[config.mk]
export PLATFORM = sky130hd
export DESIGN_NAME = median_stream_ctrl
export DESIGN_NICKNAME = d
export VERILOG_FILES = /design/src/rtl/median_stream_ctrl.sv
export SDC_FILE = /design/constraint.sdc
export NUM_CORES = 1
export LEC_CHECK = 0
export CAP_MARGIN = 20
export CORE_AREA = 10 10 295 297
export CTS_BUF_LIST = sky130_fd_sc_hd__clkbuf_8
export DETAILED_ROUTE_END_ITERATION = 10
export DIE_AREA = 0 0 305 307
export PLACE_DENSITY = 0.44
export SLEW_MARGIN = 40
export SYNTH_ARGS = -nofsm -noshare
export SYNTH_HDL_FRONTEND = slang
export SYNTH_SLANG_ARGS = --single-unit
[constraint.sdc]
create_clock -name clk -period 26.9 [get_ports clk]
set_clock_uncertainty 0.2 [all_clocks]
set_input_delay 6.725 -clock clk [delete_from_list [all_inputs] [get_ports clk]]
set_output_delay 6.725 -clock clk [all_outputs]
set_load 0.02 [all_outputs]
[src/rtl/median_stream_ctrl.sv]
// Streaming median controller: a 10-entry sliding window feeds an external sort network, with one result every STRIDE accepts once the window is full.
// Optional feature macro: MEDIAN_AVG_EN adds the averaged median on out_avg; when it is undefined, out_avg is tied to 0.
module median_stream_ctrl #(
    parameter int STRIDE = 1
) (
    input  logic        clk,
    input  logic        rst,
    input  logic        flush,
    input  logic        in_valid,
    output logic        in_ready,
    input  logic [31:0] in_data,
    output logic [31:0] net_data_0,
    output logic [31:0] net_data_1,
    output logic [31:0] net_data_2,
    output logic [31:0] net_data_3,
    output logic [31:0] net_data_4,
    output logic [31:0] net_data_5,
    output logic [31:0] net_data_6,
    output logic [31:0] net_data_7,
    output logic [31:0] net_data_8,
    output logic [31:0] net_data_9,
    input  logic [31:0] net_sort_0,
    input  logic [31:0] net_sort_1,
    input  logic [31:0] net_sort_2,
    input  logic [31:0] net_sort_3,
    input  logic [31:0] net_sort_4,
    input  logic [31:0] net_sort_5,
    input  logic [31:0] net_sort_6,
    input  logic [31:0] net_sort_7,
    input  logic [31:0] net_sort_8,
    input  logic [31:0] net_sort_9,
    output logic        out_valid,
    input  logic        out_ready,
    output logic [31:0] out_lo,
    output logic [31:0] out_hi,
    output logic [31:0] out_avg,
    output logic [3:0]  fill_cnt
);

    // Handshake: a transfer happens only on a rising edge where valid && ready are both high;
    // valid never waits for ready, and the payload holds until the transfer occurs.
    typedef enum logic {RUN, EVAL} state_t;

    state_t      state, state_nxt;
    logic [31:0] win [10];
    logic [3:0]  stride_cnt;
    logic [3:0]  fill_inc;
    logic        accept;
    logic        fire_eval;
    logic        capture;
    logic        unused_sort;

    // Only the two middle network outputs are needed.
    assign unused_sort = ^{net_sort_0, net_sort_1, net_sort_2, net_sort_3,
                           net_sort_6, net_sort_7, net_sort_8, net_sort_9};

    always_comb begin
        in_ready  = (state == RUN) && (!out_valid || out_ready);
        accept    = in_valid && in_ready && !flush;
        fill_inc  = (fill_cnt == 4'd10) ? 4'd10 : fill_cnt + 4'd1;
        fire_eval = accept && (fill_inc == 4'd10) && (stride_cnt == 4'(STRIDE - 1));
        capture   = (state == EVAL) && !flush;
        state_nxt = state;
        case (state)
            RUN:     if (fire_eval) state_nxt = EVAL;
            EVAL:    state_nxt = RUN;
            default: state_nxt = RUN;
        endcase
    end

    always_ff @(posedge clk or posedge rst) begin
        if (rst) state <= RUN;
        else     state <= state_nxt;
    end

    // Unfilled slots stay zero because only zeros are ever shifted past fill_cnt.
    always_ff @(posedge clk or posedge rst) begin
        if (rst) begin
            for (int k = 0; k < 10; k++) win[k] <= '0;
            fill_cnt   <= '0;
            stride_cnt <= '0;
        end else if (flush) begin
            for (int k = 0; k < 10; k++) win[k] <= '0;
            fill_cnt   <= '0;
            stride_cnt <= '0;
        end else if (accept) begin
            for (int k = 9; k > 0; k--) win[k] <= win[k-1];
            win[0]   <= in_data;
            fill_cnt <= fill_inc;
            if (fill_inc == 4'd10) stride_cnt <= fire_eval ? 4'd0 : stride_cnt + 4'd1;
        end
    end

    always_ff @(posedge clk or posedge rst) begin
        if (rst) begin
            out_valid <= 1'b0;
            out_lo    <= '0;
            out_hi    <= '0;
        end else begin
            if (out_valid && out_ready) out_valid <= 1'b0;
            if (capture) begin
                out_valid <= 1'b1;
                out_lo    <= net_sort_4;
                out_hi    <= net_sort_5;
            end
        end
    end

`ifdef MEDIAN_AVG_EN
    always_ff @(posedge clk or posedge rst) begin
        if (rst)          out_avg <= '0;
        else if (capture) out_avg <= 32'(({1'b0, net_sort_4} + {1'b0, net_sort_5}) >> 1);
    end
`else
    assign out_avg = '0;
`endif

    assign net_data_0 = win[0];
    assign net_data_1 = win[1];
    assign net_data_2 = win[2];
    assign net_data_3 = win[3];
    assign net_data_4 = win[4];
    assign net_data_5 = win[5];
    assign net_data_6 = win[6];
    assign net_data_7 = win[7];
    assign net_data_8 = win[8];
    assign net_data_9 = win[9];

endmodule

==> summary.md, run 1 <==
| Metric | Value |
|---|---|
| Status | `finished clean` |
| Clock power share | `approximately 46%` |
| Combinational Power Share | `roughly 6.9%` |
| Top delay family on crit path | `buffers and inverters` |
| Initial DRC count | `roughly 830` |
| Commonest cells in the netlist | `nand2_1, dfrtp_1, a21oi_1` |
| Global-route wire length before repair | `95.3 mm` |
| Clock Path Buffers | `3` |
| Register area share after synthesis | `between 60% and 70%` |
| I/O pin count | `just under 800` |
| Placed insts | `between 3000 and 4000` |
| Critical path cell sequence | `clkdlybuf4s50_1 -> nor2b_4 -> nor2_1 -> clkdlybuf4s50_1` |
| GPL Wtd Cong | `0.773` |
| Synth top area share | `between 60 and 70%` |
| Die height | `~300 µm` |
| Total Routing Usage GR | `13.4%` |
| Worst Setup End Kind | `output port` |
| Area of the multi-input gates | `approximately 0.0053 mm²` |
| R2R setup slack | `between 20 and 25 ns` |
| Final Setup Violations | `0` |
| HP Start | `out_lo[24]$_DFFE_PP0P_` |
| Area of the core | `0.0813 mm²` |
| Crit path max-delay cell type | `clkdlybuf4s50_1` |
| Worst vdd ir | `0.0286 mV` |
| Resize count post-CTS | `0` |
| DR top layer | `met4` |
| Crit path time final | `roughly 15 ns` |
| Kind of start point of the critical path | `primary input` |
| Yosys top cell by area | `dfrtp_1` |
| Layout area overhead | `46.3%` |
| Distinct cells, synth | `35` |
| Top post-synthesis cells by area | `dfrtp_1, nand2_1, a21oi_1` |
| Final hold slack | `0.283 ns` |
| P per Cell Area | `55.4 mW/mm²` |
| Clock latency on the worst-skew pair | `0.65 ns` |
| # rows | `about 110` |
| Hold Crit Depth | `1` |
| Overflow after GRT | `0` |
| Net Sw Frac | `about a quarter` |
| DR vias/cell | `between 4 and 5` |
| N_diodes | `0` |
| Routed WL per cell | `about 20 µm` |
| Hpwl dp | `roughly 48 mm` |
| Ys flop type | `dfrtp_1` |
| Final worst-path cycle share | `around 56%` |
| Max-Cap Viols | `0` |
| Hold Crit Endpoint | `out_lo[24]$_DFFE_PP0P_` |
| Critical path class | `primary input to output port` |
| Met2 WL | `27.7 mm` |
| Reg2Reg Depth | `6` |
| Register area | `approximately 0.0099 mm²` |
| Clk sinks | `about 390` |
| Clock Tree Root | `clkbuf_8` |
| CP max stage delay | `between 0.6 and 0.7 ns` |
| Number of synthesized flops with an enable pin | `0` |
| Most common cell in the synthesized netlist | `nand2_1` |
| Required @ worst endpoint | `about 20 ns` |
| CTS tree | `built` |
| Largest net degree at the start of global routing | `around 120` |
| #FFs+latches synth | `between 300 and 400` |
| Synth warn | `0` |
| Final Hold Viols | `0` |
| Mapped cell area | `0.0158 mm²` |
| H-tree levels | `3` |
| Vias in the first global route | `13673` |
| PortBufs | `490` |
| Setup TNS | `0 ns` |
| Pre-antenna DRT Iters | `6` |
| Fin. max-slew vios | `0` |
| R2R Path End | `net_data_5[23]$_DFFE_PP0P_` |
| # Post-CTS Setup Buffers | `0` |
| Effective utilization at floorplan | `between 10% and 20%` |
| Fraction of final layout cells sized beyond drive strength 1 | `under 10%` |
| Total number of vias | `13197` |
| Hold Buf Count CTS | `0` |
| Sw Pwr | `roughly 0.33 mW` |
| DR WL met3 | `approximately 7.2 mm` |
| Non-Filler Instances | `3220` |
| Ys async rst share | `100%` |
| Post-route DRC | `0` |
| Final wirelength | `approximately 65 mm` |
| Relative slew slack | `a little under half` |
| Die width | `305 µm` |
| WP data arrival | `8.09 ns` |
| FILL cells | `approximately 8600` |
| Initial antenna violation count | `2` |
| WL met1 | `29.0 mm` |
| Synth Area per Inst | `about 9.7 µm²` |
| Register share of total power | `a little under half` |
| Layout Nets | `~2500` |
| RSZ-0062 raised after global routing | `false` |
| Die area | `around 0.094 mm²` |
| Critical path fanouts, max | `6` |
| ANT nets after route | `0` |
| Worst path bufs/invs | `2` |
| Cell mode on critical path | `clkdlybuf4s50_1` |
| Worst hold path type | `register to register` |
| Reg-to-reg startpoint | `state$_DFF_PP0_` |
| Internal cell power | `about 0.95 mW` |
| Leakage | `9.57 nW` |
| Worst-margin pin slew | `0.779 ns` |
| CTS Buf Count | `77` |
| Worst-path clk slew | `approximately 0.060 ns` |
| Gate Count Post-Synth | `between 1500 and 2000` |
| Fmax | `roughly 0.067 GHz` |
[cell type report]
| class | instances | share of cell area [%] |
|---|---|---|
| Sequential cell | 394 | 42.7 |
| Multi-Input combinational cell | 1109 | 22.8 |
| Timing Repair Buffer | 506 | 22.1 |
| Clock buffer | 92 | 5.49 |
| Tap cell | 1070 | 5.80 |
| Clock inverter | 43 | 0.943 |
| Inverter | 6 | 0.152 |
[registers in the layout, summed over array words and instances (netlist names)]
register	flops
net_data_0	32
net_data_1	32
net_data_2	32
net_data_3	32
net_data_4	32
net_data_5	32
net_data_6	32
net_data_7	32
net_data_8	32
net_data_9	32
out_hi	32
out_lo	32
fill_cnt	4
stride_cnt	4
out_valid	1
state	1
[placed cells by master, fill, tap and decap left out, types with 5 or more instances in the layout]
cell type	instances
nand2_1	645
clkbuf_8	92
mux2_1	65
buf_6	9
buf_4	5
dfrtp_1	394
clkinv_2	7
a21oi_1	323
nor2_1	5
nand2b_1	5
inv_1	35
clkdlybuf4s50_1	489
conb_1	32
[power by group through the flow]
| stage | Clock [mW] | Combinational (mW) | Sequential [mW] |
|---|---|---|---|
| 2_1_floorplan | 0 | 0.0438 | 0.620 |
| 3_3_place_gp | 0 | 0.0874 | 0.614 |
| 3_5_place_dp | 0 | 0.0892 | 0.614 |
| 4_1_cts | 0.613 | 0.0894 | 0.604 |
| 5_1_grt | 0.642 | 0.0961 | 0.604 |
| 6_report | 0.587 | 0.0876 | 0.604 |
[worst reg2reg max path, delay by kind of cell (launching register included)]
kind / cells / cell delay, ns
flops: 1 / 0.41
simple gates: 3 / 0.97
compound gates: 1 / 0.22
buf+inv: 2 / 1.39
[worst max path at each step]
| stage | to | cells past startpoint | from |
|---|---|---|---|
| floorplan | fill_cnt[0]$_DFFE_PP0P_ | 1 | rst |
| global placement | in_ready | 4 | out_ready |
| detailed placement | in_ready | 4 | out_ready |
| CTS | in_ready | 4 | out_ready |
| global route | in_ready | 4 | out_ready |
| finish | in_ready | 4 | out_ready |
[through the flow]
| step | util, % | total power, mW | instance area [µm²] | setup slack (ns) |
|---|---|---|---|---|
| 2_1_floorplan | - | 0.664 | 15900 | 9.02 |
| 3_3_place_gp | 26.4 | 0.701 | 21500 | 11.87 |
| 3_5_place_dp | 26.5 | 0.703 | 21600 | 11.88 |
| 4_1_cts | 28.4 | 1.31 | 23100 | 11.87 |
| 5_1_grt | 28.4 | 1.34 | 23100 | 11.81 |
| 6_report | 28.4 | 1.28 | 23100 | 11.89 |
[layer usage]
layer,up-vias,GRT usage (%)
li1,6169,-
met1,6461,17.5
met2,485,19.3
met3,82,6.28
met4,0,4.00
met5,-,0
[logic make-up (layout without fill, tap and decap cells)]
kind of cell	count (synthesis)	in the layout	share of synthesized area, %
AOI/OAI and AO/OA	330	330	10.7
xor gates and xnor gates	2	2	0.111
adders and majority gates	4	4	0.317
buffers and inverters	152	647	5.02
DFF	394	394	62.5
muxes	68	68	4.83
other	1	32	0.0238
and+or+nand+nor	673	673	16.5
(Power assumes the default switching activity.)
==> inputs of run 2 (changes only) <==
--- a/config.mk
+++ b/config.mk
@@ -6,11 +6,11 @@
 export NUM_CORES = 1
 export LEC_CHECK = 0
 export CAP_MARGIN = 20
-export CORE_AREA = 10 10 295 297
+export CORE_AREA = 10 10 296 298
 export CTS_BUF_LIST = sky130_fd_sc_hd__clkbuf_8
 export DETAILED_ROUTE_END_ITERATION = 10
-export DIE_AREA = 0 0 305 307
-export PLACE_DENSITY = 0.44
+export DIE_AREA = 0 0 306 308
+export PLACE_DENSITY = 0.43
 export SLEW_MARGIN = 40
 export SYNTH_ARGS = -nofsm -noshare
 export SYNTH_HDL_FRONTEND = slang
==> constraint.sdc (replaced) <==
create_clock -name clk -period 15.7 [get_ports clk]
set_clock_uncertainty 0.2 [all_clocks]
set_input_delay 3.925 -clock clk [delete_from_list [all_inputs] [get_ports clk]]
set_output_delay 3.925 -clock clk [all_outputs]
set_load 0.02 [all_outputs]
==> run 2 against run 1 <==
  * Count of clock-buffer cells in the layout increased by 14
  * Combinational power grew 74%
  * Sequential power up 71%
  * Via count is 0.88% higher
  * Critical endpoint unchanged
  * Core utilization rose by 0.29 points
  * Total power grew 81%
  * Sequential cell count unchanged
  * Wire length up 2.6%
==> summary.md, run 2 (same netlist as run 1, synthesis figures left out) <==
| Metric | Value |
|---|---|
| Internal cell power | `1.70 mW` |
| Clock latency on the worst-skew pair | `approximately 0.67 ns` |
| Clock Path Buffers | `3` |
| Worst-path clk slew | `about 0.060 ns` |
| Layout Utilization | `roughly 29%` |
| Status | `finished clean` |
| Effective utilization at floorplan | `19.3%` |
| Total number of vias | `13313` |
| H-tree levels | `3` |
| Fraction of final layout cells sized beyond drive strength 1 | `~7.2%` |
| Critical path class | `primary input to output port` |
| Total Routing Usage GR | `between 10% and 20%` |
| I/O pin count | `between 700 and 800` |
| Combinational Power Share | `under 10%` |
| Resize count post-CTS | `0` |
| Worst vdd ir | `0.0456 mV` |
| PortBufs | `about 500` |
| Total power draw | `~2.3 mW` |
| WP data arrival | `5.33 ns` |
| Reg-to-reg startpoint | `out_valid$_DFFE_PP0P_` |
| HP Start | `out_lo[10]$_DFFE_PP0P_` |
| Area of the core | `about 0.082 mm²` |
| Worst Setup End Kind | `output port` |
| # Post-CTS Setup Buffers | `0` |
| Fmax | `between 0.1 and 0.15 GHz` |
| Kind of start point of the critical path | `primary input` |
| Layout Nets | `2461` |
| Clk sinks | `394` |
| Worst hold path type | `register to register` |
| Most frequent cells in the layout | `nand2_1, clkdlybuf4s50_1, dfrtp_1, a21oi_1, clkbuf_8` |
| Final Setup Violations | `0` |
| ANT nets after route | `0` |
| P per Cell Area | `98.7 mW/mm²` |
| Leakage | `9.70 nW` |
| Pre-antenna DRT Iters | `5` |
| RSZ-0062 raised after global routing | `false` |
| GPL Wtd Cong | `between 0.7 and 0.8` |
| Most common cell after layout, fill and taps aside | `nand2_1` |
| Max-Cap Viols | `0` |
| Net Sw Frac | `around a quarter` |
| Critical path fanouts, max | `6` |
| CTS tree | `built` |
| Hpwl dp | `~48 mm` |
| Clock power share | `48.6%` |
| Die area | `~0.094 mm²` |
| Crit path time final | `between 9 and 10 ns` |
| Initial antenna violation count | `2` |
| Worst-margin pin slew | `between 0.8 and 0.9 ns` |
| Global-route wire length before repair | `a little under 100 mm` |
| Post-route DRC | `0` |
| Vias in the first global route | `~14000` |
| Final wirelength | `between 60 and 70 mm` |
| N_diodes | `0` |
| CTS Buf Count | `between 80 and 90` |
| Sw Pwr | `0.605 mW` |
| Die width | `306 µm` |
| Setup TNS | `0 ns` |
| Final Hold Viols | `0` |
| Hold Buf Count CTS | `0` |
| CP Launch Point | `out_ready` |
| Initial DRC count | `roughly 750` |
| Layout area overhead | `48.3%` |
| Overflow after GRT | `0` |
| Relative slew slack | `roughly 46%` |
| Required @ worst endpoint | `around 12 ns` |
| Final worst-path cycle share | `between 60% and 70%` |
| Die height | `308 µm` |
| Routed WL per cell | `20.7 µm` |
| DR vias/cell | `4.12` |
| # rows | `about 110` |
| Fin. max-slew vios | `0` |
| Clock Tree Root | `clkbuf_8` |
| Largest net degree at the start of global routing | `roughly 140` |
| Register share of total power | `around 45%` |
-- run 2: cell types whose count changed in the layout (fill, tap and decap cells not counted) --
cell / before / now
clkinv_8: 0 / 4
inv_8: 0 / 1
buf_6: 9 / 5
buf_4: 5 / 6
clkinv_2: 7 / 12
inv_1: 35 / 25
buf_12: 0 / 3
clkbuf_8: 92 / 106
buf_16: 2 / 4
clkinvlp_4: 3 / 0
-- run 2: critical path, stage by stage --
cell	delay (ns)
clkdlybuf4s50_1	0.53
nor2b_4	0.08
nor2_1	0.15
clkdlybuf4s50_1	0.65
-- run 2: layout make-up --
| class | count | area, µm² |
|---|---|---|
| Sequential cell | 394 | 9860 |
| Multi-Input combinational cell | 1109 | 5260 |
| Tap cell | 1070 | 1340 |
| Fill cell | 8657 | 58200 |
| Timing Repair Buffer | 508 | 5180 |
| Inverter | 6 | 35.0 |
| Clock inverter | 40 | 259 |
| Clock buffer | 106 | 1460 |
-- run 2: through the flow --
stage	hold slack [ns]	setup slack [ns]	cell area (µm²)	cells
after floorplan	0.330	0.621	15900	1655
after global placement	0.267	6.24	21500	3082
after detailed placement	0.276	6.26	21600	3085
after CTS	0.289	6.23	23300	3231
after global routing	0.292	6.20	23400	3233
final	0.285	6.24	23400	3233
-- run 2: path summary, 6_finish.rpt --
check	endpoint	slack, ns	cells after the start
setup / recovery	in_ready	6.24	4
hold / removal	out_lo[10]$_DFFE_PP0P_	0.28	1
setup reg to reg	net_data_8[3]$_DFFE_PP0P_	12.59	6
hold reg to reg	out_lo[10]$_DFFE_PP0P_	0.28	1
max in group asynchronous	net_data_9[22]$_DFFE_PP0P_	10.41	4
min in group asynchronous	net_data_0[14]$_DFFE_PP0P_	3.58	2
-- run 2: power groups by stage --
stage	sequential [mW]	combinational, mW	clock, mW
2_1_floorplan	1.06	0.0750	0
3_3_place_gp	1.05	0.152	0
3_5_place_dp	1.05	0.154	0
4_1_cts	1.03	0.155	1.18
5_1_grt	1.04	0.167	1.23
6_report	1.03	0.152	1.12
-- run 2: metal layers --
layer	GRT usage [%]	wire, µm	up-vias
met5	0	0	-
met4	3.75	1440	0
met3	6.82	7450	80
met2	20.0	28400	495
met1	17.9	29600	6548
li1	-	-	6190
==> inputs of run 3 (changes only) <==
==> constraint.sdc (replaced) <==
create_clock -name clk -period 8.8 [get_ports clk]
set_clock_uncertainty 0.2 [all_clocks]
set_input_delay 2.2 -clock clk [delete_from_list [all_inputs] [get_ports clk]]
set_output_delay 2.2 -clock clk [all_outputs]
set_load 0.02 [all_outputs]
==> run 3 against run 2 <==
  * Sequential share of layout area up 0.14 points
  * First-iteration DRC count grew 10%
  * Cell count shrank 0.25%
  * Final area shrank 0.32%
  * Wire length down 1.1%
==> summary.md, run 3 (same netlist as run 1, synthesis figures left out) <==
| Metric | Value |
|---|---|
| Status | `finished clean` |
| Area of the multi-input gates | `roughly 0.0053 mm²` |
| GPL Wtd Cong | `slightly below 0.8` |
| Worst Setup End Kind | `output port` |
| Final Hold Viols | `0` |
| Initial antenna violation count | `2` |
| Internal cell power | `between 2 and 3 mW` |
| Required @ worst endpoint | `about 6.4 ns` |
| Initial DRC count | `around 830` |
| CP max stage delay | `~0.63 ns` |
| PortBufs | `between 400 and 500` |
| RSZ-0062 raised after global routing | `false` |
| Clock Tree Root | `clkbuf_8` |
| Worst path bufs/invs | `2` |
| DR vias/cell | `4.07` |
| Routed WL per cell | `20.5 µm` |
| Most frequent cells in the layout | `nand2_1, clkdlybuf4s50_1, dfrtp_1, a21oi_1, clkbuf_8` |
| Worst hold path type | `register to register` |
| Sw Pwr | `around 1.0 mW` |
| Combinational Power Share | `between 6 and 7%` |
| Final Setup Violations | `0` |
| Register share of total power | `45.9%` |
| Worst-path clk slew | `around 0.060 ns` |
| Final worst-path cycle share | `between 60% and 70%` |
| Overflow after GRT | `0` |
| Area of the core | `0.0816 mm²` |
| Pre-antenna DRT Iters | `5` |
| Crit path max-delay cell type | `clkdlybuf4s50_1` |
| CTS Buf Count | `77` |
| FILL cells | `8694` |
| Relative slew slack | `41.7%` |
| Final wirelength | `66.2 mm` |
| Largest net degree at the start of global routing | `approximately 180` |
| Hpwl dp | `about 47 mm` |
| Resize count post-CTS | `0` |
| HP Start | `out_lo[11]$_DFFE_PP0P_` |
| Total power draw | `~4.0 mW` |
| Clk sinks | `394` |
| Reg-to-reg startpoint | `out_valid$_DFFE_PP0P_` |
| I/O pin count | `between 700 and 800` |
| CTS tree | `built` |
| Critical path fanouts, max | `6` |
| Die area | `between 0.09 and 0.1 mm²` |
| # Post-CTS Setup Buffers | `0` |
| Effective utilization at floorplan | `between 10% and 20%` |
| CP Launch Point | `out_ready` |
| Clock power share | `47.2%` |
| Max-Cap Viols | `0` |
| H-tree levels | `3` |
| WP data arrival | `about 3.6 ns` |
| Clock latency on the worst-skew pair | `0.64 ns` |
| Register area | `around 0.0099 mm²` |
| Fraction of final layout cells sized beyond drive strength 1 | `under 10%` |
| Top delay family on crit path | `buffers and inverters` |
| Net Sw Frac | `about a quarter` |
| Hold Buf Count CTS | `0` |
| Total Routing Usage GR | `13.6%` |
| Critical path class | `primary input to output port` |
| Layout Utilization | `28.6%` |
| Post-route DRC | `0` |
| Layout Nets | `2455` |
| Total number of vias | `approximately 13000` |
| Layout area overhead | `47.8%` |
| Worst-margin pin slew | `0.875 ns` |
| Crit path time final | `between 5 and 6 ns` |
| Fmax | `~0.17 GHz` |
| Global-route wire length before repair | `approximately 97 mm` |
| Leakage | `9.64 nW` |
| Most common cell after layout, fill and taps aside | `nand2_1` |
| ANT nets after route | `0` |
| Setup TNS | `0 ns` |
| Critical path cell sequence | `clkdlybuf4s50_1 -> nor2b_4 -> nor2_1 -> clkdlybuf4s50_1` |
| Worst vdd ir | `~0.09 mV` |
| Fin. max-slew vios | `0` |
| Vias in the first global route | `13817` |
| Cell mode on critical path | `clkdlybuf4s50_1` |
| # rows | `105` |
| Kind of start point of the critical path | `primary input` |
| Die height | `308 µm` |
| Die width | `approximately 310 µm` |
| P per Cell Area | `172 mW/mm²` |
| Clock Path Buffers | `3` |
-- run 3: changes by cell type in the layout (fill, tap and decap cells not counted), sizes merged --
| cell | before | now |
|---|---|---|
| bufinv | 1 | 3 |
| clkinvlp | 0 | 4 |
| clkinv | 16 | 8 |
| inv | 29 | 32 |
| buf | 19 | 17 |
| clkbuf | 106 | 95 |
| diode | 0 | 4 |
-- run 3: area by class of cell --
type                    count  share of cell area (%)
flip-flops and latches    394                    42.3
multi-input cells        1109                    22.6
repair buffers            506                    22.5
well taps                1070                    5.74
clock buffers              95                    5.61
clock inverters            41                    1.16
inverters                   6                   0.113
diodes                      4                  0.0429
-- run 3: routing by layer --
metal  vias up  track usage [%]  part of all wire (%)
li1       6188                -                     -
met1      6406             17.7                    45
met2       468             19.8                    43
met3        76             6.43                    11
met4         0             3.85                   1.9
met5         -                0                     0
-- run 3: power groups by stage --
stage               sequential, mW  combinational, mW  clock [mW]
global placement              1.88              0.273           0
finish                        1.85              0.278        1.90
detailed placement            1.88              0.279           0
global route                  1.85              0.306        2.07
floorplan                     1.90              0.134           0
CTS                           1.85              0.280        1.99
-- run 3: worst paths after layout --
check | to | slack, ns | cells after the start
min in group asynchronous | net_data_0[19]$_DFFE_PP0P_ | 1.75 | 2
max | in_ready | 2.83 | 4
min reg2reg | out_lo[11]$_DFFE_PP0P_ | 0.29 | 1
min | out_lo[11]$_DFFE_PP0P_ | 0.29 | 1
max reg2reg | net_data_2[23]$_DFFE_PP0P_ | 6.04 | 7
max in group asynchronous | net_data_4[13]$_DFFE_PP0P_ | 5.26 | 4
-- run 3: through the flow --
step           hold WS, ns  cells  area (µm²)  worst slack (ns)
6_report             0.287   3225       23300              2.83
5_1_grt              0.302   3222       23300              2.81
4_1_cts              0.288   3217       23200              2.83
3_5_place_dp         0.274   3081       21600              2.84
3_3_place_gp         0.273   3078       21500              2.84
2_1_floorplan        0.330   1655       15900              1.10
-- run 3: worst reg2reg max path, cell delays in order (launching register included) --
cell and delay (ns):
dfrtp_1 0.38, nand2b_1 0.18, nand2_8 0.27, buf_16 0.39
buf_12 0.39, buf_16 0.41, nand2_1 0.29, a21oi_1 0.17
